[src/rtl/cordic_neuron_sequencer.sv]
// Sequences one recon_top_level CORDIC core through a neuron evaluation:
// acc = bias + sum(x_i*w_i), then an optional activation pass.
module cordic_neuron_sequencer #(
  parameter int               WIDTH    = 15,
  parameter int               DEPTH    = 16,
  parameter int               ADDR_W   = 4,
  parameter int               CORE_LAT = 35,
  parameter logic [1:0]       SEL_MAC  = 2'b00,
  parameter logic [1:0]       SEL_ACT  = 2'b00,
  parameter logic [WIDTH:0]   ACT_X0   = 'h0400
) (
  input  logic              clk,
  input  logic              ext_reset,
  input  logic              wr_en,
  input  logic [ADDR_W-1:0] wr_addr,
  input  logic [WIDTH:0]    wr_x,
  input  logic [WIDTH:0]    wr_w,
  input  logic [WIDTH:0]    bias,
  input  logic [ADDR_W:0]   num_terms,
  input  logic              act_en,
  input  logic              start,
  output logic              busy,
  output logic              done,
  output logic [WIDTH:0]    result,
  output logic [WIDTH:0]    core_Xo,
  output logic [WIDTH:0]    core_Yo,
  output logic [WIDTH:0]    core_Zo,
  output logic              core_reset,
  output logic [1:0]        core_sel,
  output logic              core_af_en,
  input  logic [WIDTH:0]    core_mac_out,
  input  logic [WIDTH:0]    core_z
);

  typedef enum logic [2:0] {
    S_IDLE, S_ISSUE, S_WAIT, S_CAPTURE,
    S_ACT_ISSUE, S_ACT_WAIT, S_ACT_CAPTURE, S_DONE
  } state_t;

  localparam int              CNT_W   = $clog2(CORE_LAT + 1);
  localparam logic [CNT_W-1:0] CNT_END = CNT_W'(CORE_LAT - 1);
  localparam logic [ADDR_W:0]  DEPTH_N = (ADDR_W + 1)'(DEPTH);

  state_t              state;
  logic [CNT_W-1:0]    cnt;
  logic [WIDTH:0]      acc;
  logic [ADDR_W:0]     n_terms;
  logic                act_q;
  logic [ADDR_W-1:0]   idx;
  logic [WIDTH:0]      x_mem [DEPTH];
  logic [WIDTH:0]      w_mem [DEPTH];

  logic [ADDR_W:0]     n_clamp;
  logic [ADDR_W-1:0]   idx_next;
  logic                last_term;
  logic [WIDTH:0]      x_first;
  logic [WIDTH:0]      w_first;

  assign n_clamp   = (num_terms > DEPTH_N) ? DEPTH_N : num_terms;
  assign idx_next  = idx + 1'b1;
  assign last_term = ({1'b0, idx} == n_terms - 1'b1);
  // A write in the same cycle as start must be seen by the first issue.
  assign x_first   = (wr_en && wr_addr == '0) ? wr_x : x_mem[0];
  assign w_first   = (wr_en && wr_addr == '0) ? wr_w : w_mem[0];

  // NOTE: the operand buffer has no reset so it maps onto plain RAM; contents survive ext_reset.
  always_ff @(posedge clk) begin
    if (state == S_IDLE && wr_en) begin
      x_mem[wr_addr] <= wr_x;
      w_mem[wr_addr] <= wr_w;
    end
  end

  // NOTE: all state and outputs use non-blocking assignments so every branch sees pre-edge values.
  always_ff @(posedge clk) begin
    if (ext_reset) begin
      state      <= S_IDLE;
      cnt        <= '0;
      acc        <= '0;
      n_terms    <= '0;
      act_q      <= 1'b0;
      idx        <= '0;
      busy       <= 1'b0;
      done       <= 1'b0;
      result     <= '0;
      core_Xo    <= '0;
      core_Yo    <= '0;
      core_Zo    <= '0;
      core_reset <= 1'b1;
      core_sel   <= SEL_MAC;
      core_af_en <= 1'b0;
    end else begin
      case (state)
        S_IDLE: begin
          if (start) begin
            acc     <= bias;
            n_terms <= n_clamp;
            act_q   <= act_en;
            idx     <= '0;
            if (n_clamp != '0) begin
              state      <= S_ISSUE;
              busy       <= 1'b1;
              core_reset <= 1'b1;
              core_Xo    <= x_first;
              core_Zo    <= w_first;
              core_Yo    <= bias;
              core_sel   <= SEL_MAC;
              core_af_en <= 1'b0;
            end else if (act_en) begin
              state      <= S_ACT_ISSUE;
              busy       <= 1'b1;
              core_reset <= 1'b1;
              core_Xo    <= ACT_X0;
              core_Yo    <= '0;
              core_Zo    <= bias;
              core_sel   <= SEL_ACT;
              core_af_en <= 1'b1;
            end else begin
              state  <= S_DONE;
              result <= bias;
              done   <= 1'b1;
            end
          end
        end
        S_ISSUE, S_ACT_ISSUE: begin
          core_reset <= 1'b0;
          cnt        <= '0;
          state      <= (state == S_ISSUE) ? S_WAIT : S_ACT_WAIT;
        end
        S_WAIT, S_ACT_WAIT: begin
          if (cnt == CNT_END) begin
            state <= (state == S_WAIT) ? S_CAPTURE : S_ACT_CAPTURE;
          end else begin
            cnt <= cnt + 1'b1;
          end
        end
        S_CAPTURE: begin
          acc        <= core_mac_out;
          core_reset <= 1'b1;
          if (!last_term) begin
            idx     <= idx_next;
            state   <= S_ISSUE;
            core_Xo <= x_mem[idx_next];
            core_Zo <= w_mem[idx_next];
            core_Yo <= core_mac_out;
          end else if (act_q) begin
            state      <= S_ACT_ISSUE;
            core_Xo    <= ACT_X0;
            core_Yo    <= '0;
            core_Zo    <= core_mac_out;
            core_sel   <= SEL_ACT;
            core_af_en <= 1'b1;
          end else begin
            state  <= S_DONE;
            result <= core_mac_out;
            done   <= 1'b1;
            busy   <= 1'b0;
          end
        end
        S_ACT_CAPTURE: begin
          acc        <= core_z;
          result     <= core_z;
          done       <= 1'b1;
          busy       <= 1'b0;
          core_reset <= 1'b1;
          state      <= S_DONE;
        end
        S_DONE: begin
          done       <= 1'b0;
          core_reset <= 1'b1;
          state      <= S_IDLE;
        end
        default: state <= S_IDLE;
      endcase
    end
  end

endmodule

[config.mk]
export PLATFORM = sky130hd
export DESIGN_NAME = cordic_neuron_sequencer
export DESIGN_NICKNAME = d
export VERILOG_FILES = /design/src/rtl/cordic_neuron_sequencer.sv
export SDC_FILE = /design/constraint.sdc
export NUM_CORES = 1
export LEC_CHECK = 0
export ABC_AREA = 1
export ABC_CLOCK_PERIOD_IN_PS = 3580
export CAP_MARGIN = 40
export CORE_MARGIN = 2
export CORE_UTILIZATION = 45
export CTS_CLUSTER_SIZE = 28
export DETAILED_ROUTE_END_ITERATION = 8
export PLACE_DENSITY = 0.66
export SETUP_SLACK_MARGIN = 0.5
export SLEW_MARGIN = 20
export SYNTH_ARGS = -nofsm -noshare
export SYNTH_HDL_FRONTEND = slang
export SYNTH_SLANG_ARGS = --single-unit
[constraint.sdc]
create_clock -name clk -period 3.58 [get_ports clk]
set_input_delay 0.895 -clock clk [delete_from_list [all_inputs] [get_ports clk]]
set_output_delay 0.895 -clock clk [all_outputs]
set_load 0.02 [all_outputs]
======== Word level (Yosys, flattened, before mapping) ========
Memories as Yosys holds them, arrays and structs flattened.
Cells that the tools add are included.
W data, S select, Z words.
word-level totals
  register bits after elaboration ......... 89
  RAM bits ................................ 512
  bits of input ports ..................... 94
  output and inout bits ................... 70
  logic and storage cells ................. 130
  memories kept ........................... 2
cells by class
  add/subtract/negate cells ............... 3
  order comparisons ....................... 1
  eq/ne operators ......................... 20
  mux-type cells .......................... 67
  reduce and logical (&&, ||, !) cells .... 23
memory list
  name   depth  bits a word  rd ports  clocked after memory_dff  wr ports  line  text
  w_mem  16     16           2         0                         1         51    logic [WIDTH:0] w_mem [DEPTH];
  x_mem  16     16           2         0                         1         50    logic [WIDTH:0] x_mem [DEPTH];
operators with widths
  kind                   count
  $mux W16               22
  $pmux W16 S2           3
  $pmux W16 S3           1
  $mux W3                6
  $ne A2 B2 Y1 const B   9
  $pmux W3 S6            1
  $mux W1                16
  $mux W2                7
  $eq A3 B3 Y1 const B   4
  $pmux W6 S2            1
  $reduce_and A6 Y1      2
  $reduce_and A5 Y1      2
  $mux W4                2
  $pmux W4 S2            1
  $add A6 B1 Y6 const B  1
  $eq A3 B2 Y1 const B   2
  $eq A6 B6 Y1 const B   1
  $mux W6                1
  $pmux W1 S3            2
  $reduce_and A2 Y1      3
  $reduce_and A3 Y1      2
  $reduce_bool A3 Y1     2
  $eq A4 B5 Y1           1
  $gt A5 B5 Y1 const B   1
  other kinds (18)       21

======== Longest topological paths before layout ========
Gate-level depths: netlist of the first run.
  depth after elaboration ................. 6
  gate-level depth with buffers ........... 16
  gate-level depth less buffers ........... 15

======== Worst setup path before layout of the first run ========
No wires, ideal clock.
  kind .................................... input -> register
  start ................................... input wr_addr[3]
  end ..................................... memory w_mem[0][0] (netlist bit) (enable)
  library setup time ...................... 0.421 ns
  arrival ................................. 2.942 ns
  required time ........................... 3.159 ns
  slack ................................... 0.217 ns
  stages on the path ...................... 5
  buffers on the path ..................... 2
  cell sequence ........................... nor2_1 -> nand3_1 -> clkbuf_1 -> clkbuf_1 -> nor2_1
RTL lines
  item             line  text
  start, declared  15    input logic [ADDR_W-1:0] wr_addr,
  end, declared    51
Straight into the memory's write port.

======== Worst setup path in the final report of the first run ========
  start ................................... register idx[0]
  end ..................................... register core_Zo[11]
on the way
  word-level cells in the longest chain between the ends .. 4
  elaborated cells between the ends (all ways) .. 7
  those cells by class .................... add/sub (1); eq/ne (2); mux (2); reduce/logical (1); memory (1)
RTL lines
  item                    line  text
  start, declared         49    logic [ADDR_W-1:0] idx;
  start signal, assigned  141   idx <= idx_next;
  $add A4 B1 Y4           60    assign idx_next = idx + 1'b1;
  $mem_v2 Z16 W16         --
  $mux W16                140   if (!last_term) begin
  $pmux W16 S2            93    case (state)
  end signal, assigned    105   core_Zo <= w_first;
  end signal, assigned    144   core_Zo <= w_mem[idx_next];
  end signal, assigned    150   core_Zo <= core_mac_out;
  end, declared           27    output logic [WIDTH:0] core_Zo,
Parallel ways exist; a longest one is shown, timed or not.
A chain may end at the register's enable or synchronous reset.

==> results of run 1 <==
==> path summary, 6_finish.rpt <==
kind / end / slack [ns] / depth (start not counted)
worst min-delay path: core_reset / 0.47 / 2
worst max register to register: core_Zo[11] / 0.71 / 11
worst min register to register: core_reset / 0.47 / 2
worst max-delay path: core_Zo[11] / 0.71 / 11
==> power by group through the flow <==
stage / sequential (mW) / clock [mW] / combinational [mW]
after global routing: 8.30 / 6.47 / 5.01
after detailed placement: 8.41 / 0 / 4.45
final: 8.27 / 6.12 / 4.49
after global placement: 8.40 / 0 / 4.38
after floorplan: 8.64 / 0 / 2.69
after CTS: 8.26 / 6.19 / 4.47
==> area by class of cell <==
class                      instances  area share, %
inverter                         148           1.88
tap                              756           3.14
sequential                       599           56.9
clock inverter                    40           1.21
multi-input combinational       1575           24.2
clock buffer                      70           5.11
timing repair buffer             213           7.62
==> synthesized netlist by cell type <==
cell,number
nor2_1,415
edfxtp_1,512
nor2_2,2
o21ai_0,197
clkbuf_1,61
ha_1,4
nand4_1,2
o211ai_1,88
buf_2,57
o21ai_1,2
buf_1,16
or2_2,2
nand2_2,4
xor2_2,1
buf_4,8
nor2_4,1
nor3_1,3
nand3_1,252
nand2_1,506
a211oi_1,2
conb_1,1
a21oi_1,49
nand3_4,1
inv_1,138
a22oi_1,4
nand3_2,2
o21ai_2,1
a21boi_1,1
clkinv_1,2
nand2_4,1
nor3_2,1
buf_6,6
xnor2_1,1
inv_2,7
o22ai_1,30
dfxtp_1,87
nand3b_1,1
clkinv_2,1
==> logic make-up (layout without fill, tap and decap cells) <==
logic type | Yosys count | after routing | synth area share, %
AO/OA/AOI/OAI | 374 | 374 | 8.44
XOR/XNOR | 2 | 2 | 0.0982
adder cells (fa/ha/maj) | 4 | 4 | 0.196
buffers and inverters | 296 | 471 | 4.94
flip-flops | 599 | 599 | 67.2
other | 1 | 2 | 0.0147
AND/OR/NAND/NOR | 1193 | 1193 | 19.1
==> flip-flops by register name, summed over array words and instances, names as in the netlist <==
signal and cells:
w_mem 256, x_mem 256, core_Xo 16, core_Yo 16, core_Zo 16, result 16, cnt 6, n_terms 5
idx 4, state 3, act_q 1, busy 1, core_af_en 1, core_reset 1, done 1
==> routing by layer <==
layer	share of wire, %	wire length, um	up-vias
met2	44	31100	853
li1	-	-	8740
met1	43	29900	8959
met3	11	7360	114
met5	0.033	23	-
met4	2.5	1740	4
==> critical path: stages, from the launching register on <==
cell      delay (ns)
dfxtp_4         0.53
ha_4            0.42
inv_4           0.35
buf_4           0.49
o21ai_0         0.19
o211ai_1        0.21
nand3_1         0.09
nand2_1         0.16
nand2_1         0.07
nand2_1         0.09
nor2_1          0.04
nor2_1          0.10
==> metrics.cfg, run 1 <==
[status]
status = complete, no violations

[detailed_routing]
vias = 18670
viasPerCell = 5.49
remaining_drc_errors = 0
drt-total-wl_um = 70100
avgRoutedWirePerCell_um = 20.6
ant_nets = 0
first_pass_iters = 6
drtIter0Drc = 2231

[finish]
synthToLayoutAreaGrowth_pct = 18.1
layout.nets = 2694
nFillCells = 4813
layout.area.seq_mm2 = 0.0171
drive_gt1_share_pct = 6.88
final_cell_mix = 512 x edfxtp_1, 506 x nand2_1, 399 x nor2_1, 251 x nand3_1, 197 x o21ai_0
finish.utilization_pct = 53.6
n_antenna_cell = 0
final_common_cell = edfxtp_1
final_cells = 3401
multi_input_area_mm2 = 0.00727
final_area_mm2 = 0.0301

[synthesis]
ys_ff_latch = 599
synth_top_area_share_pct = 60.3
yosys_warnings = 0
synth_cell_types = 38
syn_avg_cell_area_um2 = 10.3
ys_top_cells_by_area = edfxtp_1 60%, nand2_1 7.5%, dfxtp_1 6.8%, nor2_1 6.1%, nand3_1 5.0%
seq_area_frac_synth_pct = 67.2
synthCells = 2469
netlist_area_mm2 = 0.0255
yosysTopAreaCell = edfxtp_1

[die]
dieArea_mm2 = 0.0585
coreArea_mm2 = 0.0562
initial_core_util_pct = 45.4
die_h_um = 242
die_w_um = 242
ios = 164
row_count = 87

[power_and_ir_drop]
seq_power_share_pct = 43.8
switching_share_pct = 30.8
p_switching_mw = 5.82
p_per_area_mw_per_mm2 = 627
p_leak_nw = 10.8
power.total_mw = 18.9
combPwrFrac_pct = 23.8
intPower_mw = 13.1
clock_power_share_pct = 32.4
vdd_ir_drop_max_mv = 0.417

[place]
placed_area_mm2 = 0.0282
port_buffers = 161
hpwl_um = 40400
dp.cells = 3291
dp_worst_setup_slack_ns = 0.605
gp_congestion = 0.878

[sta]
timing.hold.ws_ns = 0.470
hold_viol_final = 0
worst_slack_ns = 0.713
drv_slew = 0
period_share_pct = 80.1
timing.fmax_ghz = 0.349
rsz0062_at_grt = false
fin_worst_skew_ns = 0.0131
worst_pin_slew_ns = 0.972
finalCriticalPeriod_ns = 2.87
relSlewSlack_pct = 35.2
setup_viol = 0
finalSetupTns_ns = 0

[clock_tree]
clockBufferDepth = 3
htreeDepth = 2
holdBufCountCts = 0
clk_latency_ns = 0.63
cts_num_sinks = 599
path_clk_slew_ns = 0.06
clock-root-buffer = clkbuf_16
cts_setup_buffers = 0
numCtsBuffers = 59
post_cts_resized = 0
tritoncts = built

[global_routing]
grt_pass1_vias = 17864
grt_max_degree = 195
grt_first_pass_wirelength_um = 107000
grt.overflow.total = 0
busiest_layer = met2
antenna_found_initial = 2
use_met1_pct = 33.9
grt_use_met2_pct = 36.0
grtUsageTotal_pct = 23.6
grtUsageMet3_pct = 5.42

[critical_path]
path_class = reg -> reg
reg2reg_from = idx[0]
cp_data_arrival_time_ns = 3.43
cp-start-kind = flip-flop
critical_path_required_ns = 4.14
end_kind = flip-flop
crit_start = idx[0]
cp_max_fo = 41

[worst_hold_path]
hold_class = reg -> reg
holdCritStartpoint = core_reset

[flow_run]
maxCapViolations = 0

(Power assumes the default switching activity.)
==> run 2, diff against run 1 <==
Settings changed: ABC_CLOCK_PERIOD_IN_PS 3580 to 2820.
Clock period 3.58 ns to 2.82 ns, I/O delays scaled along.
==> run 2 against run 1 <==
  * First-iteration DRC count down 7.6%
  * Count of clock-buffer cells in the layout is 9 higher
  * Combinational power rose by 36%
  * Critical path depth down 10
  * Critical endpoint is now core_Xo[5]
  * Total power is 28% higher
  * Die area unchanged
  * Routed wire length up 1.3%
  * Critical path type is now reg -> out
  * Via count rose by 1.6%
  * Cell area grew 2.1%
==> metrics.cfg, run 2 (synthesized netlist as in run 1, its figures left out) <==
[status]
status = complete, no violations  ; unchanged

[finish]
drive_gt1_share_pct = 9.01  ; was 6.88%
finish.utilization_pct = 54.7  ; was 53.6%
final_area_mm2 = 0.0307  ; was 0.0301 mm2
layout.nets = 2748  ; was 2694
largestRegisters = w_mem: 256 flops, x_mem: 256 flops  ; unchanged
synthToLayoutAreaGrowth_pct = 20.6  ; was 18.1%
nFillCells = 4773  ; was 4813
final_common_cell = edfxtp_1  ; unchanged
final_cell_mix = 512 x edfxtp_1, 504 x nand2_1, 396 x nor2_1, 250 x nand3_1, 194 x o21ai_0  ; was 512 x edfxtp_1, 506 x nand2_1, 399 x nor2_1, 251 x nand3_1, 197 x o21ai_0

[power_and_ir_drop]
p_leak_nw = 11.4  ; was 10.8 nW
seq_power_share_pct = 43.4  ; was 43.8%
intPower_mw = 16.6  ; was 13.1 mW
power.total_mw = 24.1  ; was 18.9 mW
p_per_area_mw_per_mm2 = 785  ; was 627 mW/mm2
vdd_ir_drop_max_mv = 0.492  ; was 0.417 mV
combPwrFrac_pct = 25.3  ; was 23.8%
p_switching_mw = 7.46  ; was 5.82 mW
clock_power_share_pct = 31.3  ; was 32.4%
switching_share_pct = 30.9  ; was 30.8%

[critical_path]
path_class = reg -> out  ; was reg -> reg
cpMaxStageDelayCell = clkdlybuf4s50_1  ; was dfxtp_4
cpPeakStageDelay_ns = 0.63  ; was 0.53 ns
cp_data_arrival_time_ns = 1.58  ; was 3.43 ns
end_kind = output port  ; was flip-flop
reg2reg_from = n_terms[0]  ; was idx[0]
cp_max_fo = 2  ; was 41
cp-start-kind = flip-flop  ; unchanged
crit_family = buffers and inverters  ; unchanged
crit_buf_inv = 1  ; was 2
critical_path_required_ns = 2.12  ; was 4.14 ns
cp_cell_sequence = clkdlybuf4s50_1  ; was ha_4 -> inv_4 -> buf_4 -> o21ai_0 -> o211ai_1 -> nand3_1 -> nand2_1 -> nand2_1 -> nand2_1 -> nor2_1 -> nor2_1
crit_start = core_Xo[5]  ; was idx[0]

[die]
coreArea_mm2 = 0.0562  ; unchanged
die_h_um = 242  ; unchanged
die_w_um = 242  ; unchanged
ios = 164  ; unchanged
dieArea_mm2 = 0.0585  ; unchanged
row_count = 87  ; unchanged
initial_core_util_pct = 45.4  ; unchanged

[detailed_routing]
ant_nets = 0  ; unchanged
viasPerCell = 5.49  ; about the same
vias = 18965  ; was 18670
remaining_drc_errors = 0  ; unchanged
drtIter0Drc = 2061  ; was 2231
avgRoutedWirePerCell_um = 20.6  ; about the same
first_pass_iters = 6  ; unchanged
drt-total-wl_um = 71000  ; was 70100 um

[clock_tree]
clock-root-buffer = clkbuf_16  ; unchanged
holdBufCountCts = 0  ; unchanged
cts_num_sinks = 599  ; unchanged
path_clk_slew_ns = 0.06  ; about the same
clk_latency_ns = 0.63  ; about the same
htreeDepth = 2  ; unchanged
numCtsBuffers = 58  ; was 59
clockBufferDepth = 3  ; unchanged
tritoncts = built  ; unchanged

[sta]
fin_worst_skew_ns = 0.0248  ; was 0.0131 ns
hold_viol_final = 0  ; unchanged
worst_pin_slew_ns = 0.739  ; was 0.972 ns
setup_viol = 0  ; unchanged
timing.fmax_ghz = 0.437
relSlewSlack_pct = 50.6  ; was 35.2%
finalSetupTns_ns = 0  ; unchanged
period_share_pct = 81.1
worst_slack_ns = 0.534  ; was 0.713 ns
drv_slew = 0  ; unchanged
rsz0062_at_grt = false  ; unchanged
finalCriticalPeriod_ns = 2.29

[flow_run]
maxCapViolations = 0  ; unchanged

[place]
dp_worst_setup_slack_ns = 0.144  ; was 0.605 ns
port_buffers = 161  ; unchanged
hpwl_um = 41300  ; was 40400 um
placed_area_mm2 = 0.0286  ; was 0.0282 mm2
gp_congestion = 0.896  ; was 0.878

[global_routing]
grt_first_pass_wirelength_um = 106000  ; was 107000 um
grt_max_degree = 110  ; was 195
grt.overflow.total = 0  ; unchanged
antenna_found_initial = 1  ; was 2
grt_pass1_vias = 17593  ; was 17864
grtUsageTotal_pct = 23.4  ; was 23.6%

[worst_hold_path]
hold_class = reg -> reg  ; unchanged
holdCritStartpoint = core_reset  ; unchanged

[run 2: path summary, 6_finish.rpt]
kind	end	slack, ns	cells after the start
worst min-delay path	core_reset	0.47	2
worst max-delay path	core_Xo[5]	0.53	1
worst max register to register	core_Xo[10]	0.64	15
worst min register to register	core_reset	0.47	2
[run 2: power by group through the flow]
stage | registers, mW | clock network [mW] | logic [mW]
2_1_floorplan | 11.0 | 0 | 3.43
3_3_place_gp | 10.6 | 0 | 5.75
3_5_place_dp | 10.7 | 0 | 5.86
4_1_cts | 10.5 | 7.63 | 5.84
5_1_grt | 10.5 | 8.01 | 6.74
6_report | 10.5 | 7.54 | 6.11
[run 2: layout make-up]
type,count,area (um2),share of cell area [%]
well taps,756,946,3.08
inverters,148,577,1.88
clock inverters,27,249,0.811
diodes,1,2.50,0.00815
flip-flops and latches,599,17100,55.7
multi-input cells,1577,7350,23.9
repair inverters,2,15.0,0.0489
repair buffers,264,2860,9.32
clock buffers,79,1590,5.18
[run 2: metrics by stage]
stage	hold slack (ns)	cells
after floorplan	0.444	2470
after global placement	0.464	3332
after detailed placement	0.467	3332
after CTS	0.479	3441
after global routing	0.503	3452
final	0.472	3453
[run 2: what timing repair did]
action / in CTS / in global routing
pin swaps: 1 / 2
setup buffers: 2 / 5
endpoints found under the setup margin: 93 / 206
resized for setup: 33 / 47
cloned: 1 / 6
[run 2: metal layers]
metal	vias up	global-route usage, %	part of all wire [%]
met2	923	35.4	45
li1	8876	-	-
met3	118	5.53	11
met1	9046	33.7	42
met5	-	0	0.014
met4	2	6.57	2.3
